## config.mk

```make
export PLATFORM = sky130hd
export DESIGN_NAME = array_deserializer_flat
export DESIGN_NICKNAME = d
export VERILOG_FILES = /design/src/rtl/array_deserializer_pkg.sv /design/src/rtl/array_deserializer_if.sv /design/src/rtl/array_deserializer.sv /design/src/flat_wrapper.sv
export SDC_FILE = /design/constraint.sdc
export NUM_CORES = 1
export LEC_CHECK = 0
export CAP_MARGIN = 20
export CORE_ASPECT_RATIO = 0.9
export CORE_MARGIN = 2
export CORE_UTILIZATION = 50
export CTS_BUF_LIST = sky130_fd_sc_hd__clkbuf_4
export DETAILED_ROUTE_END_ITERATION = 8
export GPL_TIMING_DRIVEN = 0
export HOLD_SLACK_MARGIN = 0.05
export PLACE_DENSITY_LB_ADDON = 0.05
export SLEW_MARGIN = 20
export SYNTH_ARGS = -nofsm -noshare
export SYNTH_HDL_FRONTEND = slang
export SYNTH_SLANG_ARGS = --single-unit
```

## constraint.sdc

```tcl
create_clock -name clk -period 2.3 [get_ports clk]
set_clock_uncertainty 0.15 [all_clocks]
set_input_delay 0.345 -clock clk [delete_from_list [all_inputs] [get_ports clk]]
set_output_delay 0.345 -clock clk [all_outputs]
set_load 0.005 [all_outputs]
```

## src/rtl/array_deserializer_pkg.sv

```systemverilog
// Shared definitions for the SAP-3 register-file debug stream. The serializer and the
// deserializer both import this, so frame length and byte layout live in one place.
package sap3_dbg_pkg;

  localparam int unsigned DBG_WIDTH      = 8;
  localparam int unsigned DBG_DEPTH      = 12;
  localparam int unsigned DBG_FRAME_BITS = DBG_WIDTH * DBG_DEPTH;

  // Byte positions in the frame; 16-bit registers take two bytes, low byte first.
  localparam int unsigned IDX_B  = 0;
  localparam int unsigned IDX_C  = 1;
  localparam int unsigned IDX_D  = 2;
  localparam int unsigned IDX_E  = 3;
  localparam int unsigned IDX_H  = 4;
  localparam int unsigned IDX_L  = 5;
  localparam int unsigned IDX_W  = 6;
  localparam int unsigned IDX_Z  = 7;
  localparam int unsigned IDX_PC = 8;
  localparam int unsigned IDX_SP = 10;

  typedef enum logic [0:0] {
    IDLE = 1'b0,
    RECV = 1'b1
  } dbg_rx_state_t;

endpackage

```

## src/rtl/array_deserializer_if.sv

```systemverilog
// Bus between the debug stream source / monitor and the deserializer.
interface array_deserializer_if
  import sap3_dbg_pkg::*;
#(
  parameter int unsigned WIDTH = DBG_WIDTH,
  parameter int unsigned DEPTH = DBG_DEPTH
);

  localparam int unsigned FRAME_BITS = WIDTH * DEPTH;
  localparam int unsigned IDX_BITS   = $clog2(DEPTH);

  logic                  serial_in;
  logic                  start_in;
  logic [IDX_BITS-1:0]   rd_idx;
  logic [FRAME_BITS-1:0] data_flat;
  logic [WIDTH-1:0]      rd_byte;
  logic                  frame_valid;
  logic                  frame_err;
  logic [7:0]            frame_cnt;
  logic                  busy;

  // Stream source and readback side.
  modport master (
    output serial_in, start_in, rd_idx,
    input  data_flat, rd_byte, frame_valid, frame_err, frame_cnt, busy
  );

  // Deserializer side.
  modport slave (
    input  serial_in, start_in, rd_idx,
    output data_flat, rd_byte, frame_valid, frame_err, frame_cnt, busy
  );

endinterface

```

## src/rtl/array_deserializer.sv

```systemverilog
// Rebuilds the 12-byte register snapshot from the serial debug stream. Bits are written
// by position into a staging word; only a complete frame is copied to data_flat.
module array_deserializer
  import sap3_dbg_pkg::*;
#(
  parameter int unsigned WIDTH = DBG_WIDTH,
  parameter int unsigned DEPTH = DBG_DEPTH
) (
  input logic                 clk,
  input logic                 rst_n,
  array_deserializer_if.slave bus
);

  localparam int unsigned FRAME_BITS = WIDTH * DEPTH;
  localparam int unsigned IDX_BITS   = $clog2(DEPTH);
  localparam logic [6:0]  LAST_BIT   = 7'(FRAME_BITS - 1);

  dbg_rx_state_t         state_q;
  logic [6:0]            bit_cnt_q;
  logic [FRAME_BITS-1:0] shift_q;
  logic [FRAME_BITS-1:0] data_q;
  logic                  valid_q;
  logic                  err_q;
  logic [7:0]            cnt_q;

  // Receive FSM: position-indexed capture, frame commit, abort on early start.
  always_ff @(posedge clk or negedge rst_n) begin
    if (!rst_n) begin
      state_q   <= IDLE;
      bit_cnt_q <= '0;
      shift_q   <= '0;
      data_q    <= '0;
      valid_q   <= 1'b0;
      err_q     <= 1'b0;
      cnt_q     <= '0;
    end else begin
      valid_q <= 1'b0;
      err_q   <= 1'b0;
      unique case (state_q)
        IDLE: begin
          if (bus.start_in) begin
            shift_q[0] <= bus.serial_in;
            bit_cnt_q  <= 7'd1;
            state_q    <= RECV;
          end
        end
        RECV: begin
          if (bus.start_in) begin
            // Early restart: drop the partial frame, this bit is bit 0 of the next one.
            err_q      <= 1'b1;
            shift_q[0] <= bus.serial_in;
            bit_cnt_q  <= 7'd1;
          end else begin
            shift_q[bit_cnt_q] <= bus.serial_in;
            if (bit_cnt_q == LAST_BIT) begin
              data_q    <= {bus.serial_in, shift_q[FRAME_BITS-2:0]};
              valid_q   <= 1'b1;
              cnt_q     <= cnt_q + 8'd1;
              bit_cnt_q <= '0;
              state_q   <= IDLE;
            end else begin
              bit_cnt_q <= bit_cnt_q + 7'd1;
            end
          end
        end
        default: begin
          state_q   <= IDLE;
          bit_cnt_q <= '0;
        end
      endcase
    end
  end

  // Byte readback mux; out-of-range indices read as zero.
  always_comb begin
    bus.rd_byte = '0;
    for (int i = 0; i < int'(DEPTH); i++) begin
      if (bus.rd_idx == IDX_BITS'(i)) begin
        bus.rd_byte = data_q[i*WIDTH +: WIDTH];
      end
    end
  end

  // Output drive from registered state.
  always_comb begin
    bus.data_flat   = data_q;
    bus.frame_valid = valid_q;
    bus.frame_err   = err_q;
    bus.frame_cnt   = cnt_q;
    bus.busy        = (state_q == RECV);
  end

endmodule

```

## src/flat_wrapper.sv

```systemverilog
// flat-port wrapper written by rule: the top's interface ports become plain ports
module array_deserializer_flat import sap3_dbg_pkg::*;
#(
  parameter int unsigned WIDTH = DBG_WIDTH,
  parameter int unsigned DEPTH = DBG_DEPTH
)
  (clk, rst_n, bus_serial_in, bus_start_in, bus_rd_idx, bus_data_flat, bus_rd_byte, bus_frame_valid, bus_frame_err, bus_frame_cnt, bus_busy);
  array_deserializer_if #(.WIDTH(WIDTH), .DEPTH(DEPTH)) bus_i ();
  input logic clk;
  input logic rst_n;
  input wire logic [$bits(bus_i.serial_in)-1:0] bus_serial_in;
  input wire logic [$bits(bus_i.start_in)-1:0] bus_start_in;
  input wire logic [$bits(bus_i.rd_idx)-1:0] bus_rd_idx;
  output wire logic [$bits(bus_i.data_flat)-1:0] bus_data_flat;
  output wire logic [$bits(bus_i.rd_byte)-1:0] bus_rd_byte;
  output wire logic [$bits(bus_i.frame_valid)-1:0] bus_frame_valid;
  output wire logic [$bits(bus_i.frame_err)-1:0] bus_frame_err;
  output wire logic [$bits(bus_i.frame_cnt)-1:0] bus_frame_cnt;
  output wire logic [$bits(bus_i.busy)-1:0] bus_busy;
  assign bus_i.serial_in = bus_serial_in;
  assign bus_i.start_in = bus_start_in;
  assign bus_i.rd_idx = bus_rd_idx;
  assign bus_data_flat = bus_i.data_flat;
  assign bus_rd_byte = bus_i.rd_byte;
  assign bus_frame_valid = bus_i.frame_valid;
  assign bus_frame_err = bus_i.frame_err;
  assign bus_frame_cnt = bus_i.frame_cnt;
  assign bus_busy = bus_i.busy;
  array_deserializer #(.WIDTH(WIDTH), .DEPTH(DEPTH)) u_core (.clk(clk), .rst_n(rst_n), .bus(bus_i));
endmodule
```

==> impl_results.md, run 1 <==
* Run status: finished with violations
* Failing checks: setup timing
* Fin crit share at 112%
* Post-CTS clock slew at the launch and capture registers of the worst setup and hold paths at 0.07 ns
* Adder and majority cell fraction of the synthesized area at 0.259%
* Max FO, Critical Path at 2
* Sum of negative setup slack at -1.28 ns
* Post-synth top flop: dfrtp_1
* Post-detailed-placement cell area at 0.0112 mm²
* TritonCTS clock tree: built
* Count of distinct cell types in the synthesized netlist at 52
* Number of global-route vias before repair at 7753
* Average cell area after synthesis at 12.0 µm²
* Boundary pin count at 123
* Critical path endpoint category: output port
* Layout overhead on the synthesized area at 29.5%
* Top routing layer used: met4
* Cell count after synthesis at 808
* Worst flop-to-flop path endpoint: u_core.bus.data_flat[69]
* Source of the worst register-to-register timing path: u_core.bit_cnt_q[0]
* Half-perimeter wire length after detailed placement at 19.1 mm
* Share of Yosys cell area claimed by the top area cell type at 54.2%
* Vias per std cell at 5.70
* Overall overflow remaining after global route at 0
* Post-synthesis cell type with the largest combined area: dfrtp_1
* Routed wire length at 28.1 mm
* Core Region at 0.0190 mm²
* Routed wl met2 at 12.7 mm
* Cell types with the highest counts after synthesis: 209 x dfrtp_1, 186 x mux2_2, 82 x nand2_1
* Number of hold violations in the final report at 0
* Data required time at the worst endpoint at 1.80 ns
* Detailed router's first-iteration violation count at 653
* Tightest hold margin at 0.0930 ns
* Standby leakage power at 5.90 nW
* #FFs+latches synth at 209
* Register-to-register setup slack at 0.04 ns
* Worst slew margin at 46.5%
* M1 wire length at 12.1 mm
* Routed len/inst at 21.3 µm
* Slew of the pin with the lowest slew margin at 0.796 ns
* Worst-case hold path end point: u_core.shift_q[49]
* Minimum setup slack after placement at -1.27 ns
* Worst ir drop on vdd at 0.449 mV
* Chip Height at 136 µm
* Wire length of the first global-routing pass at 43.3 mm
* Part of the Yosys area used for sequential elements at 54.2%
* Maximum number of pins on one net before global-route repair at 105
* Max-slew violation count at 0
* Routability cong. at 0.916
* DRC Markers at 0
* Synthesized Nets at 818
* Clock buffers created by TritonCTS at 56
* Die width at 150 µm
* WS Path Type: flip-flop to output port
* Routed length on met3 at 2.24 mm
* Final critical-path setup slack at -0.283 ns
* Kind of path behind the tightest hold check: primary input to flip-flop
* Number of synthesis warnings at 0
* Number of rows created at floorplan at 48
* Number of enable-type register cells in the synthesized netlist at 0
* Number of failing setup endpoints in the final timing report at 8
* Number of vias after detailed routing at 7518
* Total clock sinks at 209
* Worst EP arrival at 2.09 ns
* Clk Latency, worst-skew pair at 0.67 ns
* Post-layout minimum cycle time at 2.58 ns
* CP startpoint kind: flip-flop
* Simple-gate portion of the synthesized area at 11.2%
* Length in cells of the worst reg-to-reg path at 7
* Number of buffers added on ports at 119
* Net count of the finished layout at 1038
* Largest buffer count on any clock path at 3
* Fillers at 1478
* Area fraction in compound gates after synthesis at 5.10%
* Most numerous cell in the Yosys netlist: dfrtp_1
* Cell area after layout at 0.0125 mm²
* Clock root cell: clkbuf_4
* Combined global-route utilization of all metal layers at 27.9%
* Post-route ant nets at 0
* XOR/XNOR Fraction of Synth Area at 0.816%
* H-Tree Depth at 2
* Number of instances on the worst hold path at 2
* Max Cap Violations at 0
* Cell area after synthesis at 0.00966 mm²
* Launch instance of the worst min-delay path: bus_serial_in
* Timing-limited maximum frequency at 387 MHz
* Floorplan die area at 0.0204 mm²
* Multiplexer share of the synthesized area at 24.6%
* Top post-synthesis cells by area: dfrtp_1 54%, mux2_2 22%, nand2_1 3.2%, nor2_1 2.9%, clkbuf_1 1.4%
* Share of final-layout standard cells stronger than drive strength 1 at 39.0%
* Largest family of logic cells by synthesized area: multiplexers
* DRT Pass-1 Iters at 6
* Number of antenna violations at the first check in global routing at 1
* Unrepaired setup endpoints after global routing: yes
* Starting utilization of the core area at 50.7%
* Share of flip-flops with an asynchronous set or reset after synthesis at 100%
* Total power density per cell area at 606 mW/mm²
==> sequential cells by signal (all words and copies together), names as in the netlist <==
signal                  flops
u_core.shift_q             95
u_core.bus.frame_valid      1
u_core.bus.frame_cnt        8
u_core.bit_cnt_q            7
u_core.bus.data_flat       96
u_core.bus.frame_err        1
u_core.bus.busy             1
==> critical path, stage by stage (launching register included) <==
cell and delay (ns):
dfrtp_1 0.39, mux4_2 0.50, nor2_1 0.10, a211o_1 0.14
a31oi_2 0.13, buf_2 0.15
==> timing repair <==
| action | 4_1_cts | 5_1_grt |
|---|---|---|
| hold buffers | 3 | 0 |
| hold endpoints to repair | 217 | 0 |
| setup endpoints to repair | 33 | 150 |
| pin swaps | 19 | 13 |
| setup buffers | 31 | 7 |
| resized for setup | 90 | 54 |
| gates cloned | 0 | 1 |
==> cell usage in the layout, fill, tap and decap left out, types with 6 or more instances in the layout <==
master | netlist | final
a21oi_1 | 16 | 11
a31oi_1 | 7 | 6
buf_2 | 9 | 14
buf_4 | 0 | 40
buf_6 | 5 | 6
buf_8 | 2 | 7
clkbuf_1 | 35 | 18
clkbuf_2 | 0 | 11
clkbuf_4 | 0 | 90
clkbuf_8 | 5 | 6
clkdlybuf4s50_1 | 0 | 106
clkinv_1 | 0 | 8
dfrtp_1 | 209 | 206
inv_1 | 8 | 8
mux2_2 | 186 | 186
mux2i_1 | 13 | 13
nand2_1 | 82 | 80
nand2b_1 | 9 | 8
nand3_1 | 6 | 6
nand4_1 | 7 | 7
nor2_1 | 74 | 68
nor2b_1 | 12 | 8
nor3_1 | 17 | 15
o21ai_0 | 25 | 16
o21ai_2 | 0 | 6
xnor2_1 | 6 | 6
==> worst max path at each step <==
stage | slack (ns) | start | end | depth (start not counted)
floorplan | 0.21 | bus_rd_idx[1] | bus_rd_byte[7] | 7
global placement | -7.58 | rst_n | u_core.shift_q[76] | 1
detailed placement | -1.27 | bus_rd_idx[2] | bus_rd_byte[4] | 8
CTS | -0.30 | u_core.bus.data_flat[30] | bus_rd_byte[6] | 5
global route | -0.36 | u_core.bus.data_flat[30] | bus_rd_byte[6] | 5
finish | -0.28 | u_core.bus.data_flat[26] | bus_rd_byte[2] | 5
==> power breakdown <==
part,internal (W),total [W],switching (W)
logic,0.000199,0.000552,0.000352
registers,0.00376,0.00380,0.0000450
clock network,0.00170,0.00322,0.00152
total,0.00565,0.00758,0.00192
==> cell families (layout without fill, tap and decap cells) <==
group,after synthesis,after routing
AO/OA/AOI/OAI,79,79
XOR/XNOR,9,9
adder cells (fa/ha/maj),2,2
buffers and inverters,68,326
flip-flops,209,209
multiplexers,208,208
other,0,1
AND/OR/NAND/NOR,233,234
==> per-stage QoR <==
step | total power (W) | cells | utilization, %
floorplan | 0.00412 | 808 | -
global placement | 0.00434 | 1177 | 58.6
detailed placement | 0.00436 | 1179 | 58.9
CTS | 0.00759 | 1310 | 64.6
global route | 0.00790 | 1318 | 65.7
finish | 0.00758 | 1318 | 65.7
==> layer usage <==
metal | vias up | global-route usage (%)
met5 | - | 0
met4 | 0 | 11.2
met3 | 80 | 5.37
met2 | 355 | 42.7
met1 | 3790 | 39.5
li1 | 3293 | -
==> final cells by class <==
type                    count  area [µm²]  share of cell area [%]
flip-flops and latches    209        5230                    41.8
multi-input cells         532        4280                    34.2
repair buffers            162        1530                    12.2
clock buffers              87         653                    5.22
plain buffers              59         433                    3.46
well taps                 250         313                    2.50
clock inverters            10        37.5                   0.300
inverters                   8        30.0                   0.240
diodes                      1        2.50                  0.0200
Note: power is estimated with default switching activity, not from simulation.
==> run 2: changes to the inputs <==
CTS_BUF_LIST = sky130_fd_sc_hd__clkbuf_16   (was sky130_fd_sc_hd__clkbuf_4)
==> run 2 against run 1 <==
Net effect: the flow still finishes with violations (setup timing); design area is 0.20% higher; worst setup slack better by 0.15 ns; clock power increased by 9.3%; count of clock-buffer cells in the layout is 64 lower; flip-flop and latch count unchanged; non-clock buffer count shrank 7; routed wire length fell by 0.43%; total power rose by 4.2%; first-iteration DRC count is 6.1% higher; largest cell class unchanged.
==> impl_results.md, run 2 (synthesis results as in run 1) <==
* Run status: finished with violations
* Failing checks: setup timing
* Routed wl met2 at 12.7 mm (+0.20%)
* Standby leakage power at 5.78 nW (-2.0%)
* Number of vias after detailed routing at 7319 (-2.6%)
* Final critical-path setup slack at -0.131 ns (+0.152 ns)
* DRC Markers at 0 (unchanged)
* Worst EP arrival at 1.94 ns (-0.15 ns)
* Number of buffers added on ports at 119 (unchanged)
* Floorplan die area at 0.0204 mm² (unchanged)
* WS Path Type: flip-flop to output port
* Timing-limited maximum frequency at 411 MHz (+6.2%)
* Sum of negative setup slack at -0.307 ns (+0.970 ns)
* Largest buffer count on any clock path at 3 (unchanged)
* Wire length of the first global-routing pass at 42.5 mm (-1.9%)
* Post-layout minimum cycle time at 2.43 ns (-0.152 ns)
* Slew of the pin with the lowest slew margin at 0.818 ns (+0.0227 ns)
* Layout overhead on the synthesized area at 29.8%
* Maximum number of pins on one net before global-route repair at 105 (unchanged)
* Core Region at 0.0190 mm² (unchanged)
* Top routing layer used: met4
* Worst slew margin at 45.0% (-1.5 points)
* Number of global-route vias before repair at 7434 (-4.1%)
* Unrepaired setup endpoints after global routing: yes
* Post-CTS clock slew at the launch and capture registers of the worst setup and hold paths at 0.06 ns (about the same)
* Clock root cell: clkbuf_16
* Cell area after layout at 0.0125 mm² (+0.20%)
* M1 wire length at 12.2 mm (+0.65%)
* Starting utilization of the core area at 50.7% (unchanged)
* Data required time at the worst endpoint at 1.80 ns (about the same)
* Max Cap Violations at 0 (unchanged)
* Routability cong. at 0.916 (unchanged)
* Max-slew violation count at 0 (unchanged)
* Routed length on met3 at 2.07 mm (-7.7%)
* Clk Latency, worst-skew pair at 0.51 ns (-0.16 ns)
* Share of final-layout standard cells stronger than drive strength 1 at 35.1% (-3.9 points)
* Half-perimeter wire length after detailed placement at 19.1 mm (unchanged)
* Chip Height at 136 µm (unchanged)
* Fin crit share at 106% (-6.6 points)
* Boundary pin count at 123 (unchanged)
* H-Tree Depth at 1 (-1)
* Placed Cells incl. Taps at 1179 (unchanged)
* Clock buffers created by TritonCTS at 23 (-59%)
* Critical path endpoint category: output port
* Routed wire length at 28.0 mm (-0.43%)
* Total power density per cell area at 630 mW/mm² (+4.0%)
* Final std cells w/o fill at 1254 (-4.9%)
* Antenna fix cells at 0 (-1)
* Vias per std cell at 5.84 (+2.3%)
* Total Power Consumption at 0.00789 W (+4.2%)
* Total clock sinks at 209 (unchanged)
* DRT Pass-1 Iters at 6 (unchanged)
* Worst ir drop on vdd at 0.437 mV (-2.7%)
* Number of failing setup endpoints in the final timing report at 4 (-4)
* Post-detailed-placement cell area at 0.0112 mm² (unchanged)
* Number of hold violations in the final report at 0 (unchanged)
* Max FO, Critical Path at 2 (unchanged)
* Commonest non-fill, non-tap cell in the layout: dfrtp_1
* Post-route ant nets at 0 (unchanged)
* Combined global-route utilization of all metal layers at 27.4% (-0.51 points)
* Die width at 150 µm (unchanged)
* Kind of path behind the tightest hold check: primary input to async pin
* TritonCTS clock tree: built
* Overall overflow remaining after global route at 0 (unchanged)
* Max FFs per register at 96 (unchanged)
* Net count of the finished layout at 998 (-3.9%)
* Detailed router's first-iteration violation count at 693 (+6.1%)
* Routed len/inst at 22.3 µm (+4.7%)
* Number of antenna violations at the first check in global routing at 0 (-1)
* Most frequent cells in the layout: 205 x dfrtp_1, 186 x mux2_2, 108 x clkdlybuf4s50_1
* Number of rows created at floorplan at 48 (unchanged)
* CP startpoint kind: flip-flop
* Minimum setup slack after placement at -1.27 ns (unchanged)
[run 2: cell count changes in the layout (fill, tap and decap cells not counted), sizes merged, moves of 2 or more]
cell	previous run	this run
clkbuf	125	61
buf	71	66
clkinv	8	12
bufinv	0	2
clkdlybuf4s50	106	108
clkinvlp	0	2
dlygate4sd3	3	1
dlymetal6s2s	2	0
[run 2: worst paths after layout]
check                                               from                       end  slack, ns  cells past startpoint
worst max-delay path            u_core.bus.data_flat[66]            bus_rd_byte[2]      -0.13                      6
worst min-delay path                               rst_n   u_core.bus.frame_cnt[4]       0.07                      2
worst max register to register       u_core.bit_cnt_q[0]  u_core.bus.data_flat[28]       0.08                      8
worst min register to register   u_core.bus.frame_cnt[7]   u_core.bus.frame_cnt[7]       0.33                      1
max in group asynchronous                          rst_n       u_core.bit_cnt_q[0]       1.21                      3
min in group clk                           bus_serial_in        u_core.shift_q[81]       0.24                      2
[run 2: area by class of cell]
type	instances	area (µm²)
Fill cell	1441	6500
Sequential cell	209	5240
Multi-Input combinational cell	532	4260
Timing Repair Buffer	156	1490
Clock buffer	23	576
Buffer	58	494
Tap cell	250	313
Clock inverter	18	136
Inverter	8	30.0
[run 2: power by group]
group	switching, W	leakage [nW]	internal [W]
Combinational	0.000352	2.56	0.000215
Clock	0.00148	0.351	0.00204
Sequential	0.0000446	2.87	0.00376
Total	0.00188	5.78	0.00601
[run 2: timing repair]
item	CTS	global route
cloned	1	1
endpoints found under the hold margin	209	0
resized for setup	114	39
buffers inserted	23	11
hold buffers	1	0
endpoints found under the setup margin	87	166
pin swaps	21	16
[run 2: critical path, stage by stage, from the launching register on]
cell and delay [ns]:
dfrtp_1 0.38, nor2_2 0.06, o32a_1 0.30, a31oi_1 0.17, o211ai_1 0.12, a31oi_2 0.24, buf_2 0.15
[run 2: layer usage]
layer / global-route usage (%) / up-vias
met5: 0 / -
met4: 9.54 / 0
met3: 3.83 / 70
met2: 42.7 / 348
met1: 39.7 / 3714
li1: - / 3187
[run 2: stage by stage]
stage                     utilization [%]  hold slack, ns
after floorplan                         -          -0.101
after global placement               58.6           0.312
after detailed placement             58.9        -0.00935
after CTS                            64.8          0.0656
after global routing                 65.8          0.0634
final                                65.8          0.0690
==> run 3: changes to the inputs <==
DONT_BUFFER_PORTS = 1   (was default)
==> run 3 against run 2 <==
Net effect: the run ends with hold timing, setup timing left; die area is the same; global-route usage shrank 1.2 points; critical path depth shrank 1; routed wire length shrank 6.1%.
==> impl_results.md, run 3 (synthesis results as in run 1) <==
* Run status: finished with violations
* Timing-limited maximum frequency at 424 MHz (+3.1%)
* Cell area after layout at 0.0109 mm² (-13%)
* Overall overflow remaining after global route at 0 (unchanged)
* Vias per std cell at 5.97 (+2.3%)
* Maximum number of pins on one net before global-route repair at 210 (+100%)
* Max FFs per register at 96 (unchanged)
* Total clock sinks at 209 (unchanged)
* DRT Pass-1 Iters at 4 (-2)
* Number of antenna violations at the first check in global routing at 0 (unchanged)
* Floorplan die area at 0.0204 mm² (unchanged)
* Number of vias after detailed routing at 6565 (-10%)
* Final critical-path setup slack at -0.0571 ns (+0.0739 ns)
* Worst ir drop on vdd at 0.415 mV (-5.1%)
* Detailed router's first-iteration violation count at 537 (-23%)
* Post-route ant nets at 0 (unchanged)
* TritonCTS clock tree: built
* Routability cong. at 0.872 (-4.8%)
* H-Tree Depth at 1 (unchanged)
* Tightest hold margin at -0.618 ns (-0.687 ns)
* Final core utilization at 57.2% (-8.7 points)
* Post-CTS clock slew at the launch and capture registers of the worst setup and hold paths at 0.06 ns (about the same)
* Minimum setup slack after placement at -0.791 ns (+0.478 ns)
* Total power density per cell area at 695 mW/mm² (+10%)
* Clock root cell: clkbuf_16
* Worst slew margin at 54.1% (+9.1 points)
* Die width at 150 µm (unchanged)
* Routed len/inst at 23.9 µm (+7.1%)
* Commonest non-fill, non-tap cell in the layout: dfrtp_1
* Boundary pin count at 123 (unchanged)
* Core Region at 0.0190 mm² (unchanged)
* WS Path Type: flip-flop to output port
* Slew of the pin with the lowest slew margin at 0.688 ns (-0.130 ns)
* Clk Latency, worst-skew pair at 0.51 ns (about the same)
* Max-slew violation count at 0 (unchanged)
* Half-perimeter wire length after detailed placement at 18.5 mm (-2.7%)
* Wire length of the first global-routing pass at 40.2 mm (-5.3%)
* Net count of the finished layout at 845 (-15%)
* Number of buffers added on ports at 0 (-100%)
* DRC Markers at 0 (unchanged)
* Clock buffers created by TritonCTS at 22 (-4.3%)
* Max Cap Violations at 0 (unchanged)
* Chip Height at 136 µm (unchanged)
* Most frequent cells in the layout: 205 x dfrtp_1, 186 x mux2_2, 82 x nand2_1
* Number of hold violations in the final report at 209 (+209)
* Critical path endpoint category: output port
* Post-layout minimum cycle time at 2.36 ns (-0.0739 ns)
* Failing checks: hold timing, setup timing
* Routed wire length at 26.3 mm (-6.1%)
* Kind of path behind the tightest hold check: primary input to async pin
* Max FO, Critical Path at 3 (+1)
* Largest buffer count on any clock path at 3 (unchanged)
* Number of rows created at floorplan at 48 (unchanged)
* Unrepaired setup endpoints after global routing: yes
* Sum of negative setup slack at -0.101 ns (+0.206 ns)
* Post-detailed-placement cell area at 0.00997 mm² (-11%)
* Standby leakage power at 5.11 nW (-12%)
* Share of final-layout standard cells stronger than drive strength 1 at 33.6% (-1.4 points)
* Worst EP arrival at 1.86 ns (-0.08 ns)
* Fin crit share at 102% (-3.2 points)
* Data required time at the worst endpoint at 1.80 ns (about the same)
* Combined global-route utilization of all metal layers at 26.2% (-1.2 points)
* Layout overhead on the synthesized area at 12.7%
* Starting utilization of the core area at 50.7% (unchanged)
* Number of global-route vias before repair at 6762 (-9.0%)
* Antenna fix cells at 0 (unchanged)
* Number of failing setup endpoints in the final timing report at 2 (-2)
* CP startpoint kind: flip-flop
==> run 3: changes by cell type in the layout (fill, tap and decap cells not counted), moves of 4 or more <==
cell             previous run  this run
buf_2                      14         4
buf_4                      33         3
o21ai_0                    17        21
clkbuf_8                    9         5
clkinv_2                    3         7
clkbuf_1                   17        22
clkdlybuf4s50_1           108         0
buf_8                       6         2
==> run 3: layer usage <==
layer | track usage [%] | up-vias | part of all wire (%)
met3 | 7.01 | 60 | 7.7
li1 | - | 2886 | -
met4 | 9.07 | 0 | 3.6
met2 | 39.1 | 236 | 44
met5 | 0 | - | 0
met1 | 37.1 | 3383 | 44
==> run 3: final cells by class <==
cell class	instances	area [µm²]
fill	1563	8150
sequential	209	5240
multi-input combinational	532	4180
clock buffer	23	576
buffer	59	437
tap	250	313
clock inverter	16	95.1
inverter	8	30.0
timing repair buffer	3	22.5
==> run 3: path summary, 6_finish.rpt <==
path,from,to,slack [ns],cells after the start
min,rst_n,u_core.bus.frame_cnt[5],-0.62,0
max reg2reg,u_core.bit_cnt_q[6],u_core.bus.data_flat[69],0.09,8
min reg2reg,u_core.shift_q[37],u_core.bus.data_flat[37],0.33,2
max,u_core.bus.data_flat[66],bus_rd_byte[2],-0.06,5
min in group clk,bus_start_in,u_core.bit_cnt_q[6],0.08,2
max in group asynchronous,rst_n,u_core.bit_cnt_q[0],2.33,0
==> run 3: timing repair <==
item	4_1_cts	5_1_grt
endpoints found under the hold margin	209	209
gates resized for setup	33	42
pin swaps	6	12
setup buffers	2	1
endpoints found under the setup margin	71	156
gates cloned	1	0
==> run 3: worst max-delay path: stages, from the launching register on <==
cell,delay (ns)
dfrtp_2,0.41
nor2_2,0.06
o32a_1,0.30
a31oi_1,0.15
o211ai_1,0.13
a31oi_2,0.31
==> run 3: where the power goes <==
part	switching [W]	internal, W
Clock	0.00143	0.00191
Sequential	0.0000467	0.00376
Combinational	0.000259	0.000162
==> run 3: metrics by stage <==
step	total power (W)	cells
after global routing	0.00782	1100
after CTS	0.00760	1100
after floorplan	0.00412	808
after detailed placement	0.00424	1058
after global placement	0.00423	1058
final	0.00756	1100
